===== src/rtl/param_slider_bank.sv =====
// Bank of NCH W-bit parameter registers driven by inc/dec buttons with
// hold-to-auto-repeat, plus absolute loads of the selected channel.
module param_slider_bank #(
  parameter int NCH = 6,
  parameter int W = 6,
  parameter logic [NCH*W-1:0] DEFAULTS = {6'd63, 6'd63, 6'd0, 6'd63, 6'd63, 6'd4},
  parameter int WRAP = 0,
  parameter int REPEAT_DELAY = 25000000,
  parameter int REPEAT_RATE = 5000000,
  localparam int SW = (NCH > 1) ? $clog2(NCH) : 1
) (
  input  logic              clk,
  input  logic              reset,
  input  logic [SW-1:0]     sel,
  input  logic              inc,
  input  logic              dec,
  input  logic              load,
  input  logic [W-1:0]      load_val,
  output logic [NCH*W-1:0]  values,
  output logic [W-1:0]      sel_value,
  output logic              changed
);

  localparam int MAXC = (REPEAT_DELAY > REPEAT_RATE) ? REPEAT_DELAY : REPEAT_RATE;
  localparam int CW = (MAXC > 1) ? $clog2(MAXC) : 1;
  localparam logic [CW-1:0] DLY_LAST  = CW'(REPEAT_DELAY - 1);
  localparam logic [CW-1:0] RATE_LAST = CW'(REPEAT_RATE - 1);
  localparam logic [W-1:0]  VMAX = '1;

  typedef enum logic [1:0] {IDLE, DELAY, REPEAT, LOCKED} state_t;

  state_t                    state_q, state_d;
  logic [CW-1:0]             cnt_q, cnt_d;
  logic                      dir_q, dir_d;      // 1 = increment
  logic [SW-1:0]             lsel_q, lsel_d;
  logic                      post_rst_q;
  logic [NCH-1:0][W-1:0]     vals_q, vals_d;
  logic [W-1:0]              sel_value_q;
  logic                      changed_q, changed_d;

  logic                      sel_ok, any_btn, both_btn;
  logic                      do_step, step_up, wr_en;
  logic [SW-1:0]             wr_idx;
  logic [W-1:0]              wr_val, old_val;

  function automatic logic [W-1:0] chan(input logic [NCH-1:0][W-1:0] v,
                                        input logic [SW-1:0] idx);
    logic [W-1:0] r;
    r = '0;
    for (int i = 0; i < NCH; i++)
      if (32'(idx) == i) r = v[i];
    return r;
  endfunction

  assign sel_ok   = 32'(sel) < NCH;
  assign any_btn  = inc | dec;
  assign both_btn = inc & dec;

  always_comb begin
    // NOTE: every signal written here gets a default first, so no path can
    // leave one unassigned and infer a latch.
    state_d = state_q;
    cnt_d   = cnt_q;
    dir_d   = dir_q;
    lsel_d  = lsel_q;
    do_step = 1'b0;
    step_up = dir_q;
    wr_en   = 1'b0;
    wr_idx  = lsel_q;
    wr_val  = '0;

    if (!sel_ok) begin
      state_d = any_btn ? LOCKED : IDLE;
    end else if (load) begin
      wr_en   = 1'b1;
      wr_idx  = sel;
      wr_val  = load_val;
      state_d = any_btn ? LOCKED : IDLE;
    end else begin
      unique case (state_q)
        IDLE: begin
          // A button already down when reset released is not a new press.
          if (any_btn) begin
            if (post_rst_q || both_btn) begin
              state_d = LOCKED;
            end else begin
              do_step = 1'b1;
              step_up = inc;
              wr_idx  = sel;
              dir_d   = inc;
              lsel_d  = sel;
              cnt_d   = '0;
              state_d = DELAY;
            end
          end
        end
        DELAY, REPEAT: begin
          if (!any_btn) begin
            state_d = IDLE;
          end else if (sel != lsel_q || both_btn || inc != dir_q) begin
            state_d = LOCKED;
          end else if (cnt_q == ((state_q == DELAY) ? DLY_LAST : RATE_LAST)) begin
            do_step = 1'b1;
            cnt_d   = '0;
            state_d = REPEAT;
          end else begin
            cnt_d = cnt_q + 1'b1;
          end
        end
        LOCKED: begin
          if (!any_btn) state_d = IDLE;
        end
        default: state_d = IDLE;
      endcase
    end

    old_val = chan(vals_q, wr_idx);
    if (do_step) begin
      wr_en = 1'b1;
      if (step_up)
        wr_val = (old_val == VMAX && WRAP == 0) ? old_val : old_val + 1'b1;
      else
        wr_val = (old_val == '0 && WRAP == 0) ? old_val : old_val - 1'b1;
    end

    vals_d = vals_q;
    for (int i = 0; i < NCH; i++)
      if (wr_en && 32'(wr_idx) == i) vals_d[i] = wr_val;

    changed_d = wr_en && (wr_val != old_val);
  end

  always_ff @(posedge clk) begin
    // NOTE: sequential state uses non-blocking assignments so every register
    // samples the pre-edge values regardless of statement order.
    if (!reset) begin
      state_q    <= IDLE;
      cnt_q      <= '0;
      dir_q      <= 1'b0;
      lsel_q     <= '0;
      post_rst_q <= 1'b1;
      vals_q     <= DEFAULTS;
      changed_q  <= 1'b0;
    end else begin
      state_q    <= state_d;
      cnt_q      <= cnt_d;
      dir_q      <= dir_d;
      lsel_q     <= lsel_d;
      post_rst_q <= 1'b0;
      vals_q     <= vals_d;
      changed_q  <= changed_d;
    end
  end

  // NOTE: sel_value is a pure registered view of vals_q and is deliberately
  // left out of reset; it picks up the defaults one cycle after the reset edge.
  always_ff @(posedge clk) begin
    sel_value_q <= sel_ok ? chan(vals_q, sel) : '0;
  end

  assign values    = vals_q;
  assign sel_value = sel_value_q;
  assign changed   = changed_q;

endmodule


===== config.mk =====
export PLATFORM = sky130hd
export DESIGN_NAME = param_slider_bank
export DESIGN_NICKNAME = d
export VERILOG_FILES = /design/src/rtl/param_slider_bank.sv
export SDC_FILE = /design/constraint.sdc
export NUM_CORES = 1
export LEC_CHECK = 0
export ABC_AREA = 1
export CORE_UTILIZATION = 35
export CTS_BUF_LIST = sky130_fd_sc_hd__clkbuf_16
export DETAILED_ROUTE_END_ITERATION = 7
export PLACE_DENSITY = 0.56
export SYNTH_ARGS = -nofsm -noshare
export SYNTH_HDL_FRONTEND = slang
export SYNTH_SLANG_ARGS = --single-unit

===== constraint.sdc =====
create_clock -name clk -period 3.3 [get_ports clk]
set_input_delay 0.66 -clock clk [delete_from_list [all_inputs] [get_ports clk]]
set_output_delay 0.66 -clock clk [all_outputs]
set_load 0.05 [all_outputs]

==> results.md <==
- The critical path's top delay family is simple AND/OR/NAND/NOR gates.
- The number of buffers and inverters on the critical path is 4.
- For met2 alone, demand over resource in global routing was 0.3559.
- The final setup skew is ~0.0067 ns.
- In this run the number of H-tree levels came out at 3.
- The repair_antennas step left the layout with diodes totalling 0.
- After floorplanning, the core was divided into 41 placement rows.
- The final route contains ~5000 vias.
- The most crowded layer after global routing is met2.
- In this run the power density over the cells is 480.5 mW/mm^2.
- Buffers inserted to repair hold after CTS numbered 0.
- The starting DRC count in detailed routing is 344.
- The kind of end point of the critical path is a register.
- The slowest stage of the critical path is the dfxtp_2 cell.
- The data arrival at the endpoint of the critical path is 3.51 ns.
- The via count of the first global-routing pass is between 4000 and 5000.
- The stage delay of the slowest cell on the critical path is between 0.3 and 0.4 ns.
- STA puts the critical path data required time at about 3.6 ns.
- Leaving out fill and tap cells, the most frequent cell in the layout is nand2_1.
- The final setup slack of the worst path is between 0.03 and 0.04 ns.
- The detail-routed net length per standard cell is about 15 um.
- After detailed routing, the total wire length is between 10000 and 15000 um.
- The final sum of negative setup slack is 0 ns.
- Setup violations remaining at the end of the flow were counted as 0.
- The floorplan step defined a die boundary enclosing between 0.01 and 0.015 mm^2.
- The overall fraction of global-route tracks in use is 0.2152.
- The number of antenna violations at the first check in global routing is 0.
- The residual antenna-violating net count after detailed routing is 0.
- The routed via count divided by cell count is ~5.0.
- Counting every net in the synthesized netlist gives 698.
- Of all nets on the critical path, the largest fanout is 5.
- Synthesis produced around 680 cells.
- The cell area after technology mapping is around 0.0047 mm^2.
- Measured in cells, the most critical reg-to-reg path has a length of 28.
- The peak clock frequency supported by timing is 0.3064 GHz.
- The die is ~120 um tall.
- Counting I/O delays and the setup requirement, the final critical path takes 3.264 ns.
- Summed over all cells, the static leakage comes to roughly 0.0029 uW.
- The met3 capacity usage during global routing is 0.04118.
- The classification of the worst-slack hold path is reg2reg.
- The share of the Yosys chip area taken by registers is 0.3199.
- Of the available clock period, the critical path in the final layout requires 0.9890.
- The setup slack of the worst register-to-register path is about 0.036 ns.
- The cell sitting at the root of the clock tree is a clkbuf_16.
- Routability-driven placement finished with a final weighted congestion of approximately 0.97.
- The effective utilization at floorplan is 0.3660.
- Before antenna repair, the detailed router went through 5 iterations.
- The total power draw is between 3000 and 4000 uW.
- The first global-routing pass estimated ~24000 um of wire.
- The startpoint of the worst-slack reg-to-reg timing path is state_q[1].
- In this run the most critical hold path is launched from cnt_q[2].
- The worst setup slack before clock tree synthesis is -0.6681 ns.
- TritonCTS built the clock tree.
- The instance count along the most critical hold path is 2.
- The core footprint is roughly 0.013 mm^2.
- The post-synthesis average cell area is ~7 um^2.
- The library cells used most frequently in the layout, excluding fill and tap cells, are nand2_1 (102), buf_4 (98), dfxtp_1 (74).
- The max-slew violation total from the final report is 0.
- After clock tree synthesis, the clock-pin slew on the worst setup and hold paths is around 0.06 ns.
- In this run the power spent charging and discharging nets is around 1200 uW.
- The count of different cell masters after synthesis is 47.
- The cell repeated most along the worst path is nand2_2.
- The proportion of power drawn by the clock network is 0.319.
- The total congestion overflow is 0.
- The transition time at the pin with the least slew margin is a little under 0.7 ns.
- The number of warnings issued by yosys is 0.
- The flow ran to the end, and the final reports show no timing, DRC or antenna violations.
- The critical path class is reg2reg.
- The capture point of the worst reg-to-reg path is changed.
- The layout net count is between 800 and 900.
- Cell internal power was estimated by the tool at approximately 2000 uW.
- The largest net degree at the start of global routing is 35.
- Of the cells placed in the final design, the portion with a size suffix greater than 1 is 0.2696.
- The endpoint of the worst hold-timing path is cnt_q[2].
- The layout has ~1300 filler cells.
- The number of buffers on the longest clock path is 2.
- The worst setup path is launched from a register.
- The switching part of the total power is 0.3674.
- Setup repair after global routing could not meet its margin everywhere.
- The count of endpoints failing hold in the final timing report is 0.
- The part of the power in combinational logic is 0.370.
- The count of max-cap constraint violations is 0.
- The worst voltage drop across the vdd grid is around 0.00024 V.
- The wire-length estimate of the detail-placed layout is between 10000 and 15000 um.
- Relative to the synthesized area, the layout overhead comes to 41.86%.
- The met1 routing resource usage after global routing is 0.2755.
- For this run, design rule violations remaining after detail routing come to 0.
- The top-level port count is between 50 and 60.
- The width of the chip is 117.8 um.
- Counting flops and latches in the post-synthesis netlist gives 75.
- The count of buffers added on input and output ports is 56.
- The sequential share of power is 0.311.
- For this design, the sink count on the clock tree is 75.
- The later pin in the worst-skew pair is clocked with a latency of 0.35 ns.
- TritonCTS created 9 clock buffers.
- Headroom to the max-slew limit came out at 0.5433.
[flip-flops by register name, indices dropped and copies added (netlist names)]
signal      cells
lsel_q          3
sel_value       6
cnt_q          25
post_rst_q      1
values         36
state_q         2
changed         1
dir_q           1
[worst min-delay path: cells and delay by family, from the launching register on]
kind | cells | cell delay (ns)
compound gates | 1 | 0.05
flops | 1 | 0.32
buf+inv | 1 | 0.05
[area by class of cell]
class	count	area [um^2]	share of cell area
Multi-Input combinational cell	486	2905	0.4364
Sequential cell	75	1503	0.2257
Timing Repair Buffer	158	1350	0.2028
Inverter	96	375.4	0.05638
Clock buffer	9	225.2	0.03383
Tap cell	172	215.2	0.03232
Clock inverter	7	83.83	0.01259
[power groups by stage]
stage	Combinational, uW	Sequential (uW)	Clock [uW]
after CTS	1090	993	1040
final	1180	995	1020
after global routing	1280	999	1080
after global placement	1080	1010	0
after detailed placement	1080	1010	0
after floorplan	537	1130	0
[logic make-up after synthesis]
family | Yosys count | synth area share
simple gates | 319 | 0.3671
compound gates | 155 | 0.1845
fa+ha+maj | 9 | 0.02399
xor+xnor | 3 | 0.005600
buf+inv | 114 | 0.09891
flops | 75 | 0.3199
[how the worst max path moves through the flow]
stage | start | to | slack, ns | cells past startpoint
final | state_q[1] | changed | 0.04 | 28
after global routing | state_q[1] | changed | -0.20 | 28
after CTS | dec | changed | 0.06 | 27
after detailed placement | sel[2] | changed | -0.67 | 26
after global placement | sel[2] | changed | -0.54 | 26
after floorplan | sel[2] | changed | -0.02 | 28
[timing repair]
| item | 4_1_cts | 5_1_grt |
|---|---|---|
| endpoints found under the hold margin | 0 | 0 |
| pin swaps | 3 | 25 |
| gates resized for setup | 7 | 54 |
| endpoints found under the setup margin | 38 | 40 |
| setup buffers | 3 | 8 |
[stage by stage]
stage | util | hold slack (ns) | instance area, um^2 | instances
global route | 0.5191 | 0.5064 | 6658 | 1003
detailed placement | 0.4769 | 0.4656 | 6116 | 976
floorplan | - | 0.4474 | 4716 | 675
finish | 0.5191 | 0.4772 | 6658 | 1003
CTS | 0.5033 | 0.4794 | 6455 | 995
global placement | 0.4769 | 0.4649 | 6116 | 976
[cell usage after synthesis, drive strengths merged]
| library cell | count | area, um^2 |
|---|---|---|
| a22oi | 1 | 7.510 |
| o2111ai | 4 | 35.03 |
| o22ai | 5 | 31.28 |
| a21oi | 65 | 329.1 |
| nor2 | 71 | 371.6 |
| buf | 7 | 55.05 |
| xnor2 | 1 | 8.760 |
| a31oi | 6 | 37.54 |
| o311ai | 1 | 8.760 |
| or2 | 2 | 12.51 |
| clkinv | 4 | 15.01 |
| nand4 | 27 | 175.2 |
| nor4 | 7 | 43.79 |
| ha | 9 | 112.6 |
| nand3b | 1 | 7.510 |
| clkbuf | 11 | 41.29 |
| o21ai | 62 | 310.3 |
| inv | 92 | 352.8 |
| nand2 | 129 | 575.6 |
| a2111oi | 1 | 27.53 |
| nand3 | 74 | 478.0 |
| nor3b | 1 | 7.510 |
| dfxtp | 75 | 1501 |
| a221oi | 1 | 8.760 |
| o21a | 4 | 30.03 |
| nor3 | 7 | 51.30 |
| a211oi | 3 | 22.52 |
| o221ai | 2 | 17.52 |
| xor2 | 2 | 17.52 |
[routing by layer]
metal,part of all wire,vias up
met4,0.024,0
li1,-,2589
met1,0.45,2290
met5,0,-
met2,0.48,130
met3,0.047,23
Note: power is estimated with default switching activity, not from simulation.
